**src/rtl/life_scan_display_if.sv**
```systemverilog
// Write-side bundle between the life generation engine (master) and the
// scan display (slave): one row word per valid/ready transfer.
interface life_scan_display_if #(
  parameter int X = 8
) ();
  logic         wr_valid;
  logic         wr_ready;
  logic [X-1:0] wr_data;
  logic         wr_last;
  logic         wr_err;

  modport master (
    output wr_valid,
    output wr_data,
    output wr_last,
    input  wr_ready,
    input  wr_err
  );

  modport slave (
    input  wr_valid,
    input  wr_data,
    input  wr_last,
    output wr_ready,
    output wr_err
  );
endinterface

```
**src/rtl/life_scan_display.sv**
```systemverilog
// Double-buffered LED-matrix scan driver for the life array.
// Rows stream into a back buffer; the front buffer is scanned row by row
// (blanking, then DWELL active cycles with PWM on the columns). The buffers
// swap only at the frame boundary, so a displayed frame never tears.
module life_scan_display #(
  parameter int X              = 8,
  parameter int Y              = 8,
  parameter int LOG2X          = 3,
  parameter int LOG2Y          = 3,
  parameter int DWELL          = 16,
  parameter int LOG2D          = 4,
  parameter int BLANK          = 2,
  parameter int ROW_ACTIVE_LOW = 0,
  parameter int COL_ACTIVE_LOW = 0
) (
  input  logic                      clk,
  input  logic                      reset,
  life_scan_display_if.slave        wr,
  input  logic [LOG2D:0]            bright,
  output logic                      frame_tick,
  output logic [LOG2Y-1:0]          scan_row,
  output logic [Y-1:0]              row,
  output logic [X-1:0]              col
);

  localparam int BW = (BLANK > 1) ? $clog2(BLANK) : 1;

  if ((X > (1 << LOG2X)) || (Y > (1 << LOG2Y)) || (DWELL > (1 << LOG2D))) begin : g_param_check
    $error("life_scan_display: LOG2X/LOG2Y/LOG2D too small for X/Y/DWELL");
  end

  typedef enum logic {
    S_BLNK,
    S_ACT
  } phase_e;

  phase_e           phase_q, phase_d;
  logic [BW-1:0]    blk_cnt_q, blk_cnt_d;
  logic [LOG2D:0]   act_cnt_q, act_cnt_d;
  logic [LOG2D:0]   bright_l_q, bright_l_d;
  logic [LOG2Y-1:0] scan_row_q, scan_row_d;
  logic             run_q, run_d;
  logic             boundary;

  logic [X-1:0]     back_q  [Y];
  logic [X-1:0]     back_d  [Y];
  logic [X-1:0]     front_q [Y];
  logic [X-1:0]     front_d [Y];
  logic [LOG2Y-1:0] wr_ptr_q, wr_ptr_d;
  logic             complete_q, complete_d;
  logic             err_q, err_d;
  logic             tick_q, tick_d;
  logic             xfer;
  logic             last_row;

  logic [Y-1:0]     row_raw_q, row_raw_d;
  logic [X-1:0]     col_raw_q, col_raw_d;

  // Scan position: blanking then active phase per row, rows wrap at Y-1.
  // run_q gives one lead-in cycle after reset so that the registered outputs,
  // computed from the next position, start with row 0's first phase.
  always_comb begin
    phase_d    = phase_q;
    blk_cnt_d  = blk_cnt_q;
    act_cnt_d  = act_cnt_q;
    bright_l_d = bright_l_q;
    scan_row_d = scan_row_q;
    run_d      = 1'b1;
    boundary   = 1'b0;
    if (!run_q) begin
      scan_row_d = '0;
      blk_cnt_d  = '0;
      act_cnt_d  = '0;
      if (BLANK == 0) begin
        phase_d    = S_ACT;
        bright_l_d = bright;
      end else begin
        phase_d = S_BLNK;
      end
    end else if (phase_q == S_BLNK) begin
      if (blk_cnt_q == BW'(BLANK - 1)) begin
        phase_d    = S_ACT;
        act_cnt_d  = '0;
        bright_l_d = bright;
      end else begin
        blk_cnt_d = blk_cnt_q + BW'(1);
      end
    end else begin
      if (act_cnt_q == (LOG2D + 1)'(DWELL - 1)) begin
        boundary   = (scan_row_q == LOG2Y'(Y - 1));
        scan_row_d = boundary ? '0 : scan_row_q + LOG2Y'(1);
        act_cnt_d  = '0;
        blk_cnt_d  = '0;
        if (BLANK == 0) begin
          phase_d    = S_ACT;
          bright_l_d = bright;
        end else begin
          phase_d = S_BLNK;
        end
      end else begin
        act_cnt_d = act_cnt_q + (LOG2D + 1)'(1);
      end
    end
  end

  // Back-buffer fill, completion/error tracking and swap at the frame boundary.
  always_comb begin
    back_d     = back_q;
    front_d    = front_q;
    wr_ptr_d   = wr_ptr_q;
    complete_d = complete_q;
    err_d      = 1'b0;
    tick_d     = boundary;
    xfer       = wr.wr_valid && !complete_q;
    last_row   = (wr_ptr_q == LOG2Y'(Y - 1));
    if (boundary && complete_q) begin
      front_d    = back_q;
      complete_d = 1'b0;
      wr_ptr_d   = '0;
    end else if (xfer) begin
      back_d[wr_ptr_q] = wr.wr_data;
      wr_ptr_d         = wr_ptr_q + LOG2Y'(1);
      err_d            = (wr.wr_last != last_row);
      if (wr.wr_last || last_row) begin
        complete_d = 1'b1;
      end
    end
  end

  // Drive levels for the next cycle, taken from the next scan position.
  always_comb begin
    row_raw_d = '0;
    col_raw_d = '0;
    if (phase_d == S_ACT) begin
      row_raw_d[scan_row_d] = 1'b1;
      if (act_cnt_d < bright_l_d) begin
        col_raw_d = front_d[scan_row_d];
      end
    end
  end

  // State and output registers.
  always_ff @(posedge clk or negedge reset) begin
    if (!reset) begin
      phase_q    <= S_BLNK;
      blk_cnt_q  <= '0;
      act_cnt_q  <= '0;
      bright_l_q <= '0;
      scan_row_q <= '0;
      run_q      <= 1'b0;
      wr_ptr_q   <= '0;
      complete_q <= 1'b0;
      err_q      <= 1'b0;
      tick_q     <= 1'b0;
      row_raw_q  <= '0;
      col_raw_q  <= '0;
      for (int unsigned i = 0; i < Y; i++) begin
        back_q[i]  <= '0;
        front_q[i] <= '0;
      end
    end else begin
      phase_q    <= phase_d;
      blk_cnt_q  <= blk_cnt_d;
      act_cnt_q  <= act_cnt_d;
      bright_l_q <= bright_l_d;
      scan_row_q <= scan_row_d;
      run_q      <= run_d;
      wr_ptr_q   <= wr_ptr_d;
      complete_q <= complete_d;
      err_q      <= err_d;
      tick_q     <= tick_d;
      row_raw_q  <= row_raw_d;
      col_raw_q  <= col_raw_d;
      back_q     <= back_d;
      front_q    <= front_d;
    end
  end

  assign row         = (ROW_ACTIVE_LOW != 0) ? ~row_raw_q : row_raw_q;
  assign col         = (COL_ACTIVE_LOW != 0) ? ~col_raw_q : col_raw_q;
  assign scan_row    = scan_row_q;
  assign frame_tick  = tick_q;
  assign wr.wr_ready = ~complete_q;
  assign wr.wr_err   = err_q;

endmodule

```
**src/flat_wrapper.sv**
```systemverilog
// flat-port wrapper written by rule: the top's interface ports become plain ports
module life_scan_display_flat 
#(
  parameter int X              = 8,
  parameter int Y              = 8,
  parameter int LOG2X          = 3,
  parameter int LOG2Y          = 3,
  parameter int DWELL          = 16,
  parameter int LOG2D          = 4,
  parameter int BLANK          = 2,
  parameter int ROW_ACTIVE_LOW = 0,
  parameter int COL_ACTIVE_LOW = 0
)
  (clk, reset, bright, frame_tick, scan_row, row, col, wr_wr_valid, wr_wr_data, wr_wr_last, wr_wr_ready, wr_wr_err);
  life_scan_display_if #(.X(X)) wr_i ();
  input  logic clk;
  input  logic reset;
  input  logic [LOG2D:0] bright;
  output logic frame_tick;
  output logic [LOG2Y-1:0] scan_row;
  output logic [Y-1:0] row;
  output logic [X-1:0] col;
  input wire logic [$bits(wr_i.wr_valid)-1:0] wr_wr_valid;
  input wire logic [$bits(wr_i.wr_data)-1:0] wr_wr_data;
  input wire logic [$bits(wr_i.wr_last)-1:0] wr_wr_last;
  output wire logic [$bits(wr_i.wr_ready)-1:0] wr_wr_ready;
  output wire logic [$bits(wr_i.wr_err)-1:0] wr_wr_err;
  assign wr_i.wr_valid = wr_wr_valid;
  assign wr_i.wr_data = wr_wr_data;
  assign wr_i.wr_last = wr_wr_last;
  assign wr_wr_ready = wr_i.wr_ready;
  assign wr_wr_err = wr_i.wr_err;
  life_scan_display #(.X(X), .Y(Y), .LOG2X(LOG2X), .LOG2Y(LOG2Y), .DWELL(DWELL), .LOG2D(LOG2D), .BLANK(BLANK), .ROW_ACTIVE_LOW(ROW_ACTIVE_LOW), .COL_ACTIVE_LOW(COL_ACTIVE_LOW)) u_core (.clk(clk), .reset(reset), .wr(wr_i), .bright(bright), .frame_tick(frame_tick), .scan_row(scan_row), .row(row), .col(col));
endmodule
```
**config.mk**
```make
export PLATFORM = sky130hd
export DESIGN_NAME = life_scan_display_flat
export DESIGN_NICKNAME = d
export VERILOG_FILES = /design/src/rtl/life_scan_display_if.sv /design/src/rtl/life_scan_display.sv /design/src/flat_wrapper.sv
export SDC_FILE = /design/constraint.sdc
export NUM_CORES = 1
export LEC_CHECK = 0
export BUFFER_PORTS_ARGS = -buffer_cell sky130_fd_sc_hd__buf_2
export CAP_MARGIN = 10
export CORE_MARGIN = 5
export CORE_UTILIZATION = 25
export CTS_BUF_LIST = sky130_fd_sc_hd__clkbuf_16
export CTS_CLUSTER_SIZE = 16
export DETAILED_ROUTE_END_ITERATION = 10
export PLACE_DENSITY = 0.46
export SYNTH_ARGS = -nofsm -noshare
export SYNTH_HDL_FRONTEND = slang
export SYNTH_SLANG_ARGS = --single-unit
```
**constraint.sdc**
```tcl
create_clock -name clk -period 2.55 [get_ports clk]
set_input_delay 0.255 -clock clk [delete_from_list [all_inputs] [get_ports clk]]
set_output_delay 0.255 -clock clk [all_outputs]
set_load 0.005 [all_outputs]
```
==> metrics.md <==
| Metric | Value |
|---|---|
| Layout area overhead | 21.35% |
| Mapped Nets | 542 |
| Number of max-cap violations | 0 |
| Syn avg cell area | 13.65 um2 |
| Commonest non-fill, non-tap cell in the layout | dfrtp_1 |
| Die width | 177.7 um |
| Primary FF master, synth | dfrtp_1 |
| CP max-delay cell | dfrtp_1 |
| Hold_ws | 0.07710 ns |
| Worst vdd ir | 0.4496 mV |
| Routed WL per cell | 16.81 um |
| Post-synth ARST share | 1.000 |
| Seq/Total Area, Yosys | 0.5911 |
| Post-synth EDFFs | 0 |
| FP Rows | 61 |
| Final setup violation count | 0 |
| Root buffer cell | clkbuf_16 |
| Synth unique cells | 48 |
| Clock Sinks | 166 |
| Top cells by area, synth | dfrtp_1, mux2_2, mux2i_1 |
| Starting DRC count in detailed routing | 261 |
| Status | finished, final reports clean |
| Die Ht | 177.7 um |
| Routability cong. | 0.7464 |
| Htree depth | 4 |
| Nets | 621 |
| Crit. End Element | register |
| Reg-to-Reg Start | u_core.scan_row[0] |
| Commonest non-fill, non-tap cells in the layout | dfrtp_1, mux2_2, inv_1 |
| Register area | 0.004154 mm2 |
| Arrival @ worst endpoint | 2.73 ns |
| Cell count after synthesis | 515 |
| Skew final | 0.01175 ns |
| Peak Freq | 412.0 MHz |
| Share of cells above drive strength 1 | 0.3521 |
| Synth Register Bits | 166 |
| Final Cycle Share | 0.9519 |
| Core box area | 0.02778 mm2 |
| Warnings from Yosys | 0 |
| Die footprint | 0.03156 mm2 |
| Drt pass-1 iters | 6 |
| CTS Buf Count | 17 |
| Finished Core Util | 0.3070 |
| HPWL after DPL | 11.18 mm |
| Via density per instance | 4.290 |
| Pin count of the biggest net entering global routing | 64 |
| Buffers on Ports | 38 |
| Grt ovf | 0 |
| WL final | 16.52 mm |
| Cells on worst reg2reg path | 10 |
| Global-route wire length before repair | 26.32 mm |
| Crit Path Max Fanout | 14 |
| Crit path time final | 2.427 ns |
| Slew @ Worst Pin | 0.7019 ns |
| Crit. Startpoint | u_core.scan_row[0] |
| # DRC | 0 |
| Top Ports | 39 |
| Leakage | 4.385 nW |
| PwrDens | 626.3 mW/mm2 |
| Power Total | 5.341 mW |
| Initial antenna violation count | 0 |
| Setup TNS | 0 ns |
| Min-delay src | bright[2] |
| Fin. max-slew vios | 0 |
| Cells on Worst Hold Path | 3 |
| Area leader, netlist | dfrtp_1 |
| GRT Util Overall | 0.1095 |
| Synthesized cell area | 0.007028 mm2 |
| Worst path required time | 2.86 ns |
| CP Launch Type | register |
| Remaining antenna violation count | 0 |
| Post-synth top area share | 0.5911 |
| Max transition margin | 0.5261 |
| Worst path cell trace | ha_1 -> ha_2 -> nand3_2 -> nor3_4 -> buf_4 -> clkbuf_16 -> mux2_2 -> o32ai_1 -> a221o_1 -> o22ai_2 |
| CTS tree | built |
| Initial core utilization | 0.2530 |
| Critical path class | register to register |
| Worst-Skew Late Latency | 0.42 ns |
| Vias in the first global route | 4656 |
| Maximum clock path buffer count | 2 |
| # diodes | 0 |
| Max stage delay on crit path | 0.37 ns |
| Placed Cells | 949 |
| Final Hold Viols | 0 |
| Worst min-delay path class | primary input to register |
| Area occupied by multi-input gates | 0.002560 mm2 |
| Finished Layout Cells | 983 |
| Routed via count | 4217 |
| FILL cells | 2792 |
| Worst-path clk slew | 0.06 ns |
-- where the power goes --
part | internal (mW) | switching (mW) | leakage, nW | total [mW]
registers | 2.66 | 0.0151 | 2.29 | 2.68
clock network | 1.42 | 1.04 | 0.262 | 2.47
logic | 0.0654 | 0.134 | 1.84 | 0.200
-- path summary, 6_finish.rpt --
path / slack, ns / endpoint
max in group asynchronous: 1.49 / u_core.wr_ptr_q[0]
worst max-delay path: 0.12 / u_core.col[5]
worst min register to register: 0.48 / u_core.front_q[36]
worst min-delay path: 0.08 / u_core.bright_l_q[2]
worst max register to register: 0.12 / u_core.col[5]
min in group asynchronous: 0.34 / u_core.row[6]
-- through the flow --
stage	setup slack (ns)	cell area, um2
finish	0.1227	8528
global route	-0.01551	8528
CTS	0.03116	8458
detailed placement	0.02183	7888
global placement	0.05117	7888
floorplan	0.1627	7028
-- area by class of cell --
| cell class | count | share of cell area |
|---|---|---|
| multi-input combinational | 281 | 0.3002 |
| clock buffer | 17 | 0.04988 |
| timing repair buffer | 78 | 0.06984 |
| clock inverter | 13 | 0.01555 |
| inverter | 50 | 0.02201 |
| sequential | 166 | 0.4871 |
| tap | 378 | 0.05546 |
-- flip-flops by register name (all words and copies together), names as in the netlist --
signal and count:
u_core.frame_tick 1, u_core.phase_q 1, u_core.bright_l_q 5, u_core.complete_q 1
u_core.col 8, u_core.row 8, u_core.run_q 1, u_core.blk_cnt_q 1
u_core.scan_row 3, u_core.front_q 64, u_core.wr.wr_err 1, u_core.wr_ptr_q 3
u_core.act_cnt_q 5, u_core.back_q 64
-- routing by layer --
metal | GRT usage | part of all wire
met1 | 0.1456 | 0.46
met2 | 0.1786 | 0.50
met3 | 0.02471 | 0.033
met4 | 0.03319 | 0.010
met5 | 0 | 0
-- synth_stat cells (3+ instances only) --
master / instances
o21ai_0: 5
inv_1: 48
buf_12: 4
o32ai_1: 7
a21o_1: 3
a22oi_1: 5
buf_2: 5
nor2_1: 16
nor2b_1: 6
nand3_1: 6
a221o_1: 14
a21oi_1: 6
nand2_1: 16
nand3b_1: 3
nand4_1: 4
o22ai_1: 6
ha_1: 10
mux2i_1: 40
dfrtp_1: 166
o2bb2ai_1: 6
clkbuf_1: 6
and3_1: 4
mux2_2: 97
-- worst max-delay path: cells and delay by family, from the launching register on --
| kind | cells | cell delay, ns |
|---|---|---|
| AO/OA/AOI/OAI | 3 | 0.55 |
| adder cells (fa/ha/maj) | 2 | 0.37 |
| buffers and inverters | 2 | 0.35 |
| flip-flops | 1 | 0.37 |
| multiplexers | 1 | 0.35 |
| AND/OR/NAND/NOR | 2 | 0.32 |
-- cells by family (layout without fill, tap and decap cells) --
group	after synthesis	in the layout	synth area share
buffers and inverters	68	158	0.05020
AO/OA/AOI/OAI	62	62	0.07068
adder cells (fa/ha/maj)	10	10	0.01780
XOR/XNOR	1	1	0.001246
flip-flops	166	166	0.5911
AND/OR/NAND/NOR	70	70	0.05608
other	1	1	0.0005336
multiplexers	137	137	0.2124
-- what timing repair did --
action,4_1_cts,5_1_grt
gates cloned,0,1
resized for setup,1,6
endpoints found under the hold margin,52,0
buffers inserted,0,2
hold buffers,1,0
pin swaps,0,3
setup endpoints to repair,1,8
Note: power is estimated with default switching activity, not from simulation.
